`config.mk`:
```
export PLATFORM = sky130hd
export DESIGN_NAME = fmul_pipe
export DESIGN_NICKNAME = d
export VERILOG_FILES = /design/src/rtl/fmul_pipe.sv
export SDC_FILE = /design/constraint.sdc
export NUM_CORES = 2
export LEC_CHECK = 0
export CORE_MARGIN = 1.5
export CORE_UTILIZATION = 64
export CTS_CLUSTER_DIAMETER = 40
export DETAILED_ROUTE_END_ITERATION = 10
export MAX_ROUTING_LAYER = met4
export PLACE_DENSITY = 0.89
export SYNTH_ARGS = -nofsm -noshare
export SYNTH_HDL_FRONTEND = slang
export SYNTH_SLANG_ARGS = --single-unit
```
`constraint.sdc`:
```
create_clock -name clk -period 8.1 [get_ports clk]
set_input_delay 2.43 -clock clk [delete_from_list [all_inputs] [get_ports clk]]
set_output_delay 2.43 -clock clk [all_outputs]
set_load 0.005 [all_outputs]
```
`src/rtl/fmul_pipe.sv`:
```
// rtl/fmul_pipe.sv - 3-stage pipelined floating-point multiplier with stall.
// Denormal inputs flush to zero; round to nearest even; tiny results flush to zero.
module fmul_pipe #(
   parameter int EW = 8,
   parameter int MW = 23
) (
   input  logic            clk,
   input  logic            rstn,
   input  logic [EW+MW:0]  x1,
   input  logic [EW+MW:0]  x2,
   input  logic            in_valid,
   input  logic            stall,
   output logic [EW+MW:0]  y,
   output logic            out_valid,
   output logic            ovf,
   output logic            unf,
   output logic            nv
);
   localparam int W    = 1 + EW + MW;
   localparam int BIAS = 2**(EW-1) - 1;
   localparam int PW   = 2 * (MW + 1);
   localparam int EMAX = 2**EW - 1;
   localparam logic signed [EW+1:0] BIAS_S = BIAS[EW+1:0];
   localparam logic signed [EW+1:0] EMAX_S = EMAX[EW+1:0];
   localparam logic signed [EW+1:0] EZERO  = '0;
   localparam logic [W-1:0] QNAN = {1'b0, {EW{1'b1}}, 1'b1, {(MW-1){1'b0}}};

   typedef enum logic [1:0] {C_NORM, C_ZERO, C_INF, C_NAN} cls_t;

   // stage 1: classify operands and sum exponents
   logic [EW-1:0]          ea, eb;
   logic [MW-1:0]          fa, fb;
   logic                   a_zero, b_zero, a_inf, b_inf, a_nan, b_nan;
   cls_t                   cls1_d, cls1_q;
   logic signed [EW+1:0]   e1_d, e1_q;
   logic [MW:0]            ma1_q, mb1_q;
   logic                   s1_q, v1_q;

   always_comb begin
      ea     = x1[W-2:MW];
      eb     = x2[W-2:MW];
      fa     = x1[MW-1:0];
      fb     = x2[MW-1:0];
      a_zero = (ea == '0);
      b_zero = (eb == '0);
      a_inf  = (&ea) && (fa == '0);
      b_inf  = (&eb) && (fb == '0);
      a_nan  = (&ea) && (fa != '0);
      b_nan  = (&eb) && (fb != '0);
      if (a_nan || b_nan || (a_inf && b_zero) || (a_zero && b_inf)) cls1_d = C_NAN;
      else if (a_inf || b_inf)                                      cls1_d = C_INF;
      else if (a_zero || b_zero)                                    cls1_d = C_ZERO;
      else                                                          cls1_d = C_NORM;
      e1_d = $signed({2'b00, ea}) + $signed({2'b00, eb}) - BIAS_S;
   end

   // stage 2: significand product
   logic [PW-1:0]          prod_d, prod2_q;
   cls_t                   cls2_q;
   logic signed [EW+1:0]   e2_q;
   logic                   s2_q, v2_q;

   assign prod_d = {{(MW+1){1'b0}}, ma1_q} * {{(MW+1){1'b0}}, mb1_q};

   // stage 3: normalize, round, range check, pack
   logic                   msb, guard, sticky, rnd;
   logic [PW-1:0]          norm;
   logic [MW:0]            sig;
   logic [MW+1:0]          sig_r;
   logic [MW-1:0]          frac;
   logic signed [EW+1:0]   e_r;
   logic [W-1:0]           y_d, y_q;
   logic                   ov_d, ov_q, ovf_d, ovf_q, unf_d, unf_q, nv_d, nv_q;

   always_comb begin
      y_d    = '0;
      ov_d   = 1'b0;
      ovf_d  = 1'b0;
      unf_d  = 1'b0;
      nv_d   = 1'b0;
      msb    = prod2_q[PW-1];
      norm   = msb ? prod2_q : {prod2_q[PW-2:0], 1'b0};
      sig    = norm[PW-1:PW-1-MW];
      guard  = norm[PW-2-MW];
      sticky = |norm[PW-3-MW:0];
      rnd    = guard & (sticky | sig[0]);
      sig_r  = {1'b0, sig} + {{(MW+1){1'b0}}, rnd};
      // a rounding carry leaves sig_r = 2^(MW+1): fraction becomes zero, exponent bumps
      frac   = sig_r[MW+1] ? sig_r[MW:1] : sig_r[MW-1:0];
      e_r    = e2_q + $signed({{(EW+1){1'b0}}, msb}) + $signed({{(EW+1){1'b0}}, sig_r[MW+1]});
      if (v2_q) begin
         ov_d = 1'b1;
         case (cls2_q)
            C_NAN: begin
               y_d  = QNAN;
               nv_d = 1'b1;
            end
            C_INF:  y_d = {s2_q, {EW{1'b1}}, {MW{1'b0}}};
            C_ZERO: y_d = {s2_q, {(W-1){1'b0}}};
            default: begin
               if (e_r >= EMAX_S) begin
                  y_d   = {s2_q, {EW{1'b1}}, {MW{1'b0}}};
                  ovf_d = 1'b1;
               end else if (e_r <= EZERO) begin
                  y_d   = {s2_q, {(W-1){1'b0}}};
                  unf_d = 1'b1;
               end else begin
                  y_d = {s2_q, e_r[EW-1:0], frac};
               end
            end
         endcase
      end
   end

   always_ff @(posedge clk or negedge rstn) begin
      if (!rstn) begin
         v1_q    <= 1'b0;
         s1_q    <= 1'b0;
         e1_q    <= '0;
         ma1_q   <= '0;
         mb1_q   <= '0;
         cls1_q  <= C_NORM;
         v2_q    <= 1'b0;
         s2_q    <= 1'b0;
         e2_q    <= '0;
         prod2_q <= '0;
         cls2_q  <= C_NORM;
         y_q     <= '0;
         ov_q    <= 1'b0;
         ovf_q   <= 1'b0;
         unf_q   <= 1'b0;
         nv_q    <= 1'b0;
      end else if (!stall) begin
         v1_q    <= in_valid;
         s1_q    <= x1[W-1] ^ x2[W-1];
         e1_q    <= e1_d;
         ma1_q   <= {1'b1, fa};
         mb1_q   <= {1'b1, fb};
         cls1_q  <= cls1_d;
         v2_q    <= v1_q;
         s2_q    <= s1_q;
         e2_q    <= e1_q;
         prod2_q <= prod_d;
         cls2_q  <= cls1_q;
         y_q     <= y_d;
         ov_q    <= ov_d;
         ovf_q   <= ovf_d;
         unf_q   <= unf_d;
         nv_q    <= nv_d;
      end
   end

   assign y         = y_q;
   assign out_valid = ov_q;
   assign ovf       = ovf_q;
   assign unf       = unf_q;
   assign nv        = nv_q;
endmodule

```
==> qor.yml <==
logic_synthesis:
  async_flop_share_pct: 100
  yosysWarnings: 0
  synth_edf_count: 0
  synth-compound-area-share_pct: 7.23
  synthAdderAreaFrac_pct: 45.0
  synthCells: 2896
  yosys.area_share.simple_pct: 16.6
  synthMuxAreaShare_pct: 3.79
  yosysUniqueCellTypes: 76
  synth_area_leaders: "fa_1 (36%), dfrtp_1 (15%), ha_1 (8.9%), inv_1 (7.9%), and2_1 (6.9%)"
  synth_top_area_share_pct: 36.1
  ys_seq_area_share_pct: 14.8
  synthXorXnorAreaFrac_pct: 2.51
  ys_ff_latch: 159
  synth_ff_type: "dfrtp_1"
  yosys.area.top_type: "fa_1"
  syn_area_per_cell_um2: 9.27
  syn_area_um2: 26800
  synth_top_family_by_area: "adder cells"
  synth_nets: 3639
sta:
  setup_viol: 0
  relSlewSlack_pct: 25.8
  fin_skew_ns: 0.0126
  timing.final.crit_share_pct: 92.5
  period_minus_slack_ns: 7.49
  slew_violations: 0
  fmax_ghz: 0.134
  tns_ns: 0
  rsz0062_at_grt: "false"
  timing.hold.ws_ns: 0.485
  worst_pin_slew_ns: 1.11
  hold_viol_final: 0
floorplanning:
  die-height_um: 208
  coreArea_um2: 41100
  die_area_um2: 43200
  initial_core_util_pct: 65.3
  dieWidth_um: 208
  io_pins: 104
  rows: 74
clock_network:
  insertion_delay_ns: 0.46
  cts.repair.resized: 0
  cts_tree: "built"
  clkTransAtPathRegs_ns: 0.08
  cts-buffers-inserted: 17
  htreeDepth: 4
  clock_sinks: 159
  cts_buffer_depth: 2
  root_buffer: "clkbuf_16"
  postCtsSetupBuffers: 0
  ctsHoldBuffers: 0
routing:
  wirelength_mm: 70.1
  drtPass1Iterations: 6
  drc: 0
  drtAntennaViolNets: 0
  wire_per_inst_um: 20.4
  routed_via_density: 5.95
  routed-via-count: 20500
  drtIter0Drc: 1736
placement:
  hpwl_mm: 55.9
  gp_congestion: 1.01
  port_buffers: 103
setup_path:
  required_ns: 8.45
  worstPathMaxFanout: 25
  critPathMostFrequentCell: "fa_1"
  critical-path-top-delay-family: "adder cells"
  critical_path_class: "flop to flop"
  cpMaxStageDelayCell: "dfrtp_1"
  crit_arrival_ns: 7.84
  path_cells: "nand2_1 > fa_1 > inv_1 > fa_1 > inv_1 > fa_1 > inv_1 > fa_1 > fa_1 > fa_1 > inv_1 > fa_1 > inv_1 > ha_1 > nand2_1 > nor3_2 > o2111ai_1 > a31oi_1 > o221ai_1 > o31ai_1 > nor4b_1 > a211o_1"
  path_buf_inv: 5
  start_kind: "flop"
  critPathMaxStageDelay_ns: 1.02
  end_kind: "flop"
global_routing:
  grt_max_degree: 102
  antenna_found_initial: 2
  grt_usage_pct: 35.6
  grt_first_pass_wirelength_mm: 117
  first_global_vias: 22700
  grt-ovfl-total: 0
cells_and_area:
  mostFrequentLayoutCells: "inv_1 (563), fa_1 (484), nand2_1 (413), and2_1 (296), ha_1 (191)"
  area_growth_pct: 6.89
  drive_above_1_share_pct: 5.13
  fin_nets: 3634
  final_common_cell: "inv_1"
status:
  status: "completed"
min_path:
  hold_class: "flop to flop"
job:
  drv_cap: 0
-- state kept, by name (all words and copies together) (netlist names) --
signal,cells
cls1_q,2
cls2_q,2
e1_q,10
e2_q,10
ma1_q,24
mb1_q,23
nv,1
out_valid,1
ovf,1
prod2_q,48
s1_q,1
s2_q,1
unf,1
v1_q,1
v2_q,1
y,32
-- worst paths after layout --
path	slack, ns	depth (start not counted)	endpoint	start
setup / recovery	0.61	22	prod2_q[44]	ma1_q[17]
hold / removal	0.49	1	y[8]	y[8]
setup reg to reg	0.61	22	prod2_q[44]	ma1_q[17]
hold reg to reg	0.49	1	y[8]	y[8]
max in group asynchronous	4.57	2	ma1_q[1]	rstn
min in group asynchronous	2.07	1	y[14]	rstn
-- layer usage --
layer	GRT usage, %	share of wire [%]	routed length (um)	vias to the layer above
li1	-	-	-	8903
met1	43.8	38	26500	10300
met2	56.9	49	34400	1022
met3	9.18	9.5	6640	229
met4	13.0	3.7	2570	0
met5	-	0	0	-
-- layout make-up --
cell class                 instances  area [um2]
clock inverter                    14         145
sequential                       159        3980
timing repair buffer             122        1180
clock buffer                      18         439
multi-input combinational       2027       20200
inverter                         564        2120
tap                              532         666
antenna                            2        5.00
fill                            2935       12400
-- logic make-up (layout without fill, tap and decap cells) --
kind of cell | Yosys count | after routing
flops | 159 | 159
buf+inv | 710 | 718
mux | 92 | 92
xor+xnor | 77 | 77
compound gates | 300 | 300
other cells | 0 | 2
simple gates | 883 | 883
fa+ha+maj | 675 | 675
-- Yosys cell counts, drive strengths merged (27+ instances only) --
cell type  number
o21ai          85
inv           563
ha            191
mux2           75
a21oi          77
xnor2          40
clkbuf        132
fa            484
xor2           37
a21o           27
nor2           47
nand2         414
dfrtp         159
and2          297
-- metrics by stage --
step                worst slack (ns)  cells  instance area [um2]  utilization, %
detailed placement             0.733   3404                28100            68.4
global placement               0.846   3404                28100            68.4
floorplan                       1.60   2896                26800               -
global route                   0.255   3438                28700            69.8
CTS                            0.686   3436                28700            69.8
finish                         0.611   3438                28700            69.8
Power is not shown: default switching activity piles up to over one toggle a cycle in this logic, so the estimate is an artifact.
